===== config.mk =====
export PLATFORM = sky130hd
export DESIGN_NAME = id_register_file_mp
export DESIGN_NICKNAME = d
export VERILOG_FILES = /design/src/rtl/id_register_file_mp.sv
export SDC_FILE = /design/constraint.sdc
export NUM_CORES = 2
export LEC_CHECK = 0
export CAP_MARGIN = 15
export CORE_AREA = 2 2 311 313
export DETAILED_ROUTE_END_ITERATION = 8
export DIE_AREA = 0 0 313 315
export PLACE_DENSITY = 0.77
export SLEW_MARGIN = 20
export SYNTH_ARGS = -nofsm -noshare
export SYNTH_HDL_FRONTEND = slang
export SYNTH_SLANG_ARGS = --single-unit

===== constraint.sdc =====
create_clock -name Clk -period 6.4 [get_ports Clk]
set_input_delay 0.64 -clock Clk [delete_from_list [all_inputs] [get_ports Clk]]
set_output_delay 0.64 -clock Clk [all_outputs]
set_load 0.05 [all_outputs]

===== src/rtl/id_register_file_mp.sv =====
// id_register_file_mp
//   Multi-port MIPS register file for the ID stage with WB->ID bypass and a
//   pending-write scoreboard for long-latency producers. R0 reads as zero.
//
//   Clk                clock; all state updates on posedge
//   Rst_n              asynchronous active-low reset
//   Read_Address_ID    NUM_RD packed read addresses (port i at [i*ADDR_W +: ADDR_W])
//   Read_Data_ID       NUM_RD packed read data, combinational (bypassed)
//   Hazard_ID          per read port: register pending and not bypassed this cycle
//   RegWrite_WB        per write port enable
//   Write_Register_WB  NUM_WR packed write addresses
//   Write_Data_WB      NUM_WR packed write data
//   Pend_Set_EX        long-latency producer issued this cycle
//   Pend_Addr_EX       destination register of that producer
//   Pending_Count      registered number of set scoreboard bits
module id_register_file_mp #(
  parameter int unsigned DATA_W = 32,
  parameter int unsigned ADDR_W = 5,
  parameter int unsigned NUM_RD = 2,
  parameter int unsigned NUM_WR = 1,
  parameter int unsigned CNT_W  = 6
) (
  input  logic                     Clk,
  input  logic                     Rst_n,
  input  logic [NUM_RD*ADDR_W-1:0] Read_Address_ID,
  output logic [NUM_RD*DATA_W-1:0] Read_Data_ID,
  output logic [NUM_RD-1:0]        Hazard_ID,
  input  logic [NUM_WR-1:0]        RegWrite_WB,
  input  logic [NUM_WR*ADDR_W-1:0] Write_Register_WB,
  input  logic [NUM_WR*DATA_W-1:0] Write_Data_WB,
  input  logic                     Pend_Set_EX,
  input  logic [ADDR_W-1:0]        Pend_Addr_EX,
  output logic [CNT_W-1:0]         Pending_Count
);

  localparam int unsigned DEPTH = 1 << ADDR_W;

  logic [DATA_W-1:0] r_regs [DEPTH];
  logic [DEPTH-1:0]  r_pend;
  logic [CNT_W-1:0]  r_pend_cnt;

  logic [DEPTH-1:0]  w_wr_en;
  logic [DATA_W-1:0] w_wr_data [DEPTH];
  logic [DEPTH-1:0]  w_pend_next;
  logic [CNT_W-1:0]  w_pend_cnt_next;

  // Per-register write decode; ascending port order lets the highest enabled port win.
  always_comb begin
    w_wr_en = '0;
    for (int unsigned r = 0; r < DEPTH; r++) begin
      w_wr_data[r] = '0;
    end
    for (int unsigned w = 0; w < NUM_WR; w++) begin
      if (RegWrite_WB[w] && (Write_Register_WB[w*ADDR_W +: ADDR_W] != '0)) begin
        w_wr_en[Write_Register_WB[w*ADDR_W +: ADDR_W]]   = 1'b1;
        w_wr_data[Write_Register_WB[w*ADDR_W +: ADDR_W]] = Write_Data_WB[w*DATA_W +: DATA_W];
      end
    end
  end

  // Register array; entry 0 is never written so it stays zero.
  always_ff @(posedge Clk or negedge Rst_n) begin
    if (!Rst_n) begin
      for (int unsigned r = 0; r < DEPTH; r++) begin
        r_regs[r] <= '0;
      end
    end else begin
      for (int unsigned r = 1; r < DEPTH; r++) begin
        if (w_wr_en[r]) begin
          r_regs[r] <= w_wr_data[r];
        end
      end
    end
  end

  // Scoreboard next state: retiring writes clear, a new producer sets (set applied last so it wins).
  always_comb begin
    w_pend_next = r_pend & ~w_wr_en;
    if (Pend_Set_EX && (Pend_Addr_EX != '0)) begin
      w_pend_next[Pend_Addr_EX] = 1'b1;
    end
    w_pend_next[0] = 1'b0;
  end

  // Popcount of the next scoreboard so the registered count tracks the registered bits.
  always_comb begin
    w_pend_cnt_next = '0;
    for (int unsigned r = 0; r < DEPTH; r++) begin
      w_pend_cnt_next = w_pend_cnt_next + CNT_W'(w_pend_next[r]);
    end
  end

  always_ff @(posedge Clk or negedge Rst_n) begin
    if (!Rst_n) begin
      r_pend     <= '0;
      r_pend_cnt <= '0;
    end else begin
      r_pend     <= w_pend_next;
      r_pend_cnt <= w_pend_cnt_next;
    end
  end

  assign Pending_Count = r_pend_cnt;

  // Read ports: R0 -> 0, else highest matching enabled write port, else stored value.
  for (genvar g = 0; g < NUM_RD; g++) begin : g_rd
    logic [ADDR_W-1:0] w_addr;
    logic [DATA_W-1:0] w_data;
    logic              w_hit;

    assign w_addr = Read_Address_ID[g*ADDR_W +: ADDR_W];

    always_comb begin
      w_hit  = 1'b0;
      w_data = r_regs[w_addr];
      for (int unsigned w = 0; w < NUM_WR; w++) begin
        if (RegWrite_WB[w] && (Write_Register_WB[w*ADDR_W +: ADDR_W] == w_addr)) begin
          w_hit  = 1'b1;
          w_data = Write_Data_WB[w*DATA_W +: DATA_W];
        end
      end
      if (w_addr == '0) begin
        w_hit  = 1'b0;
        w_data = '0;
      end
    end

    assign Read_Data_ID[g*DATA_W +: DATA_W] = w_data;
    assign Hazard_ID[g] = r_pend[w_addr] & ~w_hit & (w_addr != '0);
  end

endmodule


Yosys cells after proc, flatten, opt, wreduce, memory -nomap -nowiden. Cells that the tools add are included.

RAM bits: 0. Output and inout port bits: 72. Memory bits (read-only): 0. Bits of input ports: 56. Bits in latches: 0. Bits in registers: 1029. Logic and storage cells: 128. Memories kept: 0.

$lt $le $gt $ge: 10. Reduce and logical (&&, ||, !) cells: 13. Add/subtract/negate cells: 30. Multipliers: 0. Shifts and indexed selects: 0. Equality and inequality tests: 2. Muxes and demuxes: 27. Bitwise operators: 13. Divide/modulo/power cells: 0.

Operators by type and width (count): 992-bit AND (1); 992-bit 2-to-1 mux (1); 32-bit 2-to-1 mux (11); 32-bit binary-select mux with 5-bit select (2); 32-bit demux with 5-bit select (1); 6-bit by 1-bit adder with 6-bit output (25); 32-bit AND (1); 32-bit inverter (1); 32-bit bitwise OR (1); 5-bit by 6-bit < comparator with 1-bit output, second input constant (4); 5-bit nonzero test (4); 6-bit >= comparator, second input constant (3); 5-bit inverter with 6-bit output (3); 1-bit binary-select mux with 5-bit select (2); 1-bit demux with 5-bit select (2); 5-bit == test (2); 5-bit by 1-bit >= comparator with 1-bit output, second input constant (2); 5-bit logical NOT (2); 1-bit 2-to-1 mux (8); 1-bit logical AND (7); 5-bit by 1-bit adder with 6-bit output (1); 6-bit by 1-bit < comparator with 1-bit output, second input constant (1); 4-bit by 1-bit adder with 5-bit output (1); 3-bit by 1-bit adder with 4-bit output (1); other kinds (4) (8).

Longest topological paths before layout.
Depth after elaboration: 39. Gate-level depth with buffers: 23. Depth with buffers taken out: 21.

Worst setup path before layout. No wires, ideal clock.

Kind: input -> register. From: input port Write_Register_WB[4]. To: register r_pend_cnt[4] (netlist: Pending_Count[4]). Data arrival time: 6.111 ns. Library setup time: 0.080 ns. Stages on the path: 22. Required time: 6.320 ns. Slack: 0.209 ns. Path buffers: 2. Cells stage by stage: buf_2 > nor3b_1 > nand2_1 > clkbuf_1 > a22o_1 > fa_1 > inv_1 > fa_1 > inv_1 > fa_1 > inv_1 > fa_1 > inv_1 > fa_1 > fa_1 > inv_1 > fa_1 > inv_1 > fa_1 > a21o_1 > a21oi_1 > xnor2_1.

Elaborated cells on any way between the ends: 42. Classes of those cells: 30 x add/sub; 2 x order compare; 4 x mux; 3 x bitwise; 3 x reduce/logical.

RTL lines: start: declaration (line 29) `input logic [NUM_WR*ADDR_W-1:0] Write_Register_WB,`; 5-bit by 6-bit < comparator with 1-bit output (implied by the code) or 5-bit by 1-bit >= comparator with 1-bit output (tied branches) (line 55) `w_wr_en[Write_Register_WB[w*ADDR_W +: ADDR_W]] = 1'b1;`; 1-bit logical AND (implied by the code) (line 55); 1-bit 2-to-1 mux (implied by the code) (line 55); 1-bit demux with 5-bit select (line 55); 32-bit 2-to-1 mux (*) (line 54) `if (RegWrite_WB[w] && (Write_Register_WB[w*ADDR_W +: ADDR_W] != '0)) begin`; 32-bit inverter (*) (line 78) `w_pend_next = r_pend & ~w_wr_en;`; 32-bit AND (*) (line 78); 32-bit bitwise OR (no line); 32-bit 2-to-1 mux (*) (line 79) `if (Pend_Set_EX && (Pend_Addr_EX != '0)) begin`; via w_pend_next[8] (line 44) `logic [DEPTH-1:0] w_pend_next;`; 6-bit by 1-bit adder with 6-bit output (*) (24 in series) (line 89) `w_pend_cnt_next = w_pend_cnt_next + CNT_W'(w_pend_next[r]);`; via w_pend_cnt_next[4] (line 45) `logic [CNT_W-1:0] w_pend_cnt_next;`; end signal: assignment (line 99) `r_pend_cnt <= w_pend_cnt_next;`; end: declaration (line 40) `logic [CNT_W-1:0] r_pend_cnt;`.

Mark *: on every way through the listed nets, which the timed path passes. The rest lies on a longest branch. A chain may end at the register's enable or synchronous reset.

Worst setup path in the final report.
From: input port Write_Register_WB[3]. To: register r_pend_cnt[4] (netlist: Pending_Count[4]).

Same word-level chain as after synthesis.

==> out/metrics.csv <==
metric,value,unit
outcome,finished clean,
Net Sw Frac,0.310,
Routability Congestion,0.883,
Total Wirelength,181,mm
Seq cells post-synth,1029,
Max Buffers Root-to-Sink,3,
WP data arrival,6.46,ns
Total Power,22.0,mW
Synth area leader,dfrtp_1,
Worst Hold Endpoint,r_regs[21],
yosys warns,32,
proportion of layout cells with a drive suffix above 1,0.477,
"Seq/Total Area, Yosys",0.453,
Syn Area/Cell,14.2,sq um
first-pass GRT wire length,268,mm
final core area utilization,0.659,
crit-path max FO,8,
Final Slew Violations,0,
WS Path Type,in -> reg,
hold_ws,0.448,ns
min setup slack post-route,0.539,ns
Die H,315,um
Synth top cells by count,"1069 x mux2_2, 1029 x dfrtp_1, 437 x mux4_2",
Post-Synthesis Cells,4000,
P_sw,6.85,mW
Tightest Hold Check Type,in -> reg,
reg-to-reg critical path endpoint,Pending_Count[4],
GR Overflow Total,0,
Int Power,15.2,mW
synth unique cells,65,
Flop pwr share,0.401,
Sink Count,1029,
DIE AREA,98600,sq um
VDD IR max,0.612,mV
number of enable flip-flop cells after synthesis,0,
top-area cell type share of the netlist area,0.453,
CP endpoint kind,register,
drt drc,0,
placed wire-length estimate,106,mm
Synth Net Count,4086,
R2R Setup Slk,1.19,ns
synthesized area,56900,sq um
vias in the first global route,39510,
number of max-cap violations,0,
largest net degree at the start of global routing,166,
CTS Hold Bufs,1,
Post-layout nets,4085,
antenna violations before repair,12,
Initial DRT Pass Iterations,5,
post-DR wirelength/cell,33.7,um
"Top FF cell, synth",dfrtp_1,
Initial Utilization,0.594,
drt initial violations,4897,
number of post-CTS setup repair buffers,0,
vias,38936,
Final setup violation count,0,
clk_lat worst skew,0.69,ns
fill cell count,6671,
Clock power frac,0.294,
Slew @ Worst Pin,1.21,ns
Register-to-Register Path Depth,18,
Comb pwr share,0.305,
Core ar.,95700,sq um
Final Hold Viols,0,
Total Routing Usage GR,0.371,
Peak Freq,171,MHz
Hold Path Stages,3,
Routed Antenna Nets,0,
total CTS buffers,109,
CTS tree,yes,
Die Span X,313,um
Layout Skew,0.0152,ns
number of I/O pins,128,
Synth area leaders,"dfrtp_1 45%, mux2_2 21%, mux4_2 17%, nand2_1 1.6%, buf_2 1.2%",
period utilisation layout,0.916,
min-delay src,Write_Data_WB[21],
Slew HR,0.184,
"count leader, synth",mux2_2,
vias per std cell,7.25,
setup slack at placement,-0.121,ns
Resized cells post-CTS,0,
setup repair after global routing missed its margin,false,
clk slew on worst S/H paths,0.06,ns
min Tclk post-route,5.86,ns
ys async rst share,1.00,
Leak Pwr,27.2,nW
pwr dens,350,nW/um^2
H-tree depth,3,
CTS Root Cell,clkbuf_16,
P&R area growth vs syn,10.9,%
num rows,114,
Buffers on Ports,127,
RR Startpoint,r_pend[8],
Worst EP required,7.00,ns
setup_tns,0,ns
Startpoint Class,primary input,
-- cell usage in the layout, fill, tap and decap left out, types with 23 or more instances in the layout --
cell             instances
mux4_2                 437
a211oi_1                47
clkbuf_8                35
o21ai_0                 29
clkdlybuf4s50_1        106
clkbuf_16              111
nand2_1                226
a22o_1                  31
a21oi_1                 55
a221oi_1                74
dfrtp_1               1029
mux2_2                1069
nor2_1                  49
nor2b_1                 59
o22ai_1                 25
clkinv_2                23
fa_1                    23
mux2i_1                 57
inv_1                   42
nor3_1                  54
buf_4                  166
-- power groups by stage --
| stage | Combinational (mW) | Sequential [mW] | Clock [mW] |
|---|---|---|---|
| 2_1_floorplan | 5.01 | 8.60 | 0 |
| 4_1_cts | 6.70 | 8.78 | 6.51 |
| 5_1_grt | 7.27 | 8.98 | 6.79 |
| 3_3_place_gp | 6.42 | 8.79 | 0 |
| 6_report | 6.73 | 8.84 | 6.49 |
| 3_5_place_dp | 6.66 | 8.88 | 0 |
-- critical path, stage by stage --
cell and delay (ns):
clkdlybuf4s50_1 0.45, buf_4 0.18, nor3b_1 0.25, buf_4 0.17, nand2_2 0.05, a22o_1 0.27
fa_1 0.55, inv_1 0.05, fa_1 0.50, inv_1 0.05, fa_1 0.48, inv_1 0.05
fa_1 0.48, inv_1 0.06, fa_1 0.54, fa_1 0.41, inv_1 0.07, fa_1 0.16
inv_1 0.07, fa_1 0.46, a21o_1 0.19, a21oi_1 0.16, xnor2_1 0.15
-- routing by layer --
| layer | track usage | up-vias | part of all wire |
|---|---|---|---|
| met2 | 0.556 | 2365 | 0.45 |
| met5 | 0 | - | 0.00044 |
| met1 | 0.504 | 20688 | 0.38 |
| met4 | 0.197 | 12 | 0.061 |
| li1 | - | 15287 | - |
| met3 | 0.0927 | 584 | 0.11 |
-- per-stage QoR --
stage          area (sq um)  instances
4_1_cts               63100       5364
2_1_floorplan         56900       4000
6_report              63100       5371
3_5_place_dp          59400       5163
5_1_grt               63100       5368
3_3_place_gp          59300       5159
-- cells by family after synthesis --
| family | Yosys count | share of synthesized area |
|---|---|---|
| buffers and inverters | 464 | 0.0415 |
| XOR/XNOR | 13 | 0.00200 |
| AND/OR/NAND/NOR | 507 | 0.0419 |
| AO/OA/AOI/OAI | 370 | 0.0489 |
| adder cells (fa/ha/maj) | 30 | 0.00964 |
| flip-flops | 1029 | 0.453 |
| multiplexers | 1587 | 0.403 |
-- final cells by class --
class / count / area (sq um) / area share
diodes: 7 / 17.5 / 0.000278
clock buffers: 165 / 3320 / 0.0527
clock inverters: 35 / 347 / 0.00550
inverters: 42 / 158 / 0.00250
multi-input cells: 2507 / 29000 / 0.459
flip-flops and latches: 1029 / 25700 / 0.408
well taps: 1276 / 1600 / 0.0253
repair buffers: 310 / 2910 / 0.0461
-- worst max-delay path by stage --
stage / start / end / slack (ns) / cells past startpoint
global placement: Write_Register_WB[3] / Pending_Count[4] / -0.01 / 23
global route: Write_Register_WB[3] / Pending_Count[4] / 0.25 / 23
detailed placement: Write_Register_WB[3] / Pending_Count[4] / -0.12 / 23
finish: Write_Register_WB[3] / Pending_Count[4] / 0.54 / 23
floorplan: Write_Register_WB[4] / Pending_Count[4] / 0.21 / 22
CTS: Write_Register_WB[3] / Pending_Count[4] / 0.55 / 23
-- sequential cells by signal (all words and copies together) (netlist names) --
| signal | flops |
|---|---|
| Pending_Count | 6 |
| r_pend | 31 |
| r_regs | 992 |
No activity file was read; power rests on OpenSTA's default activity.
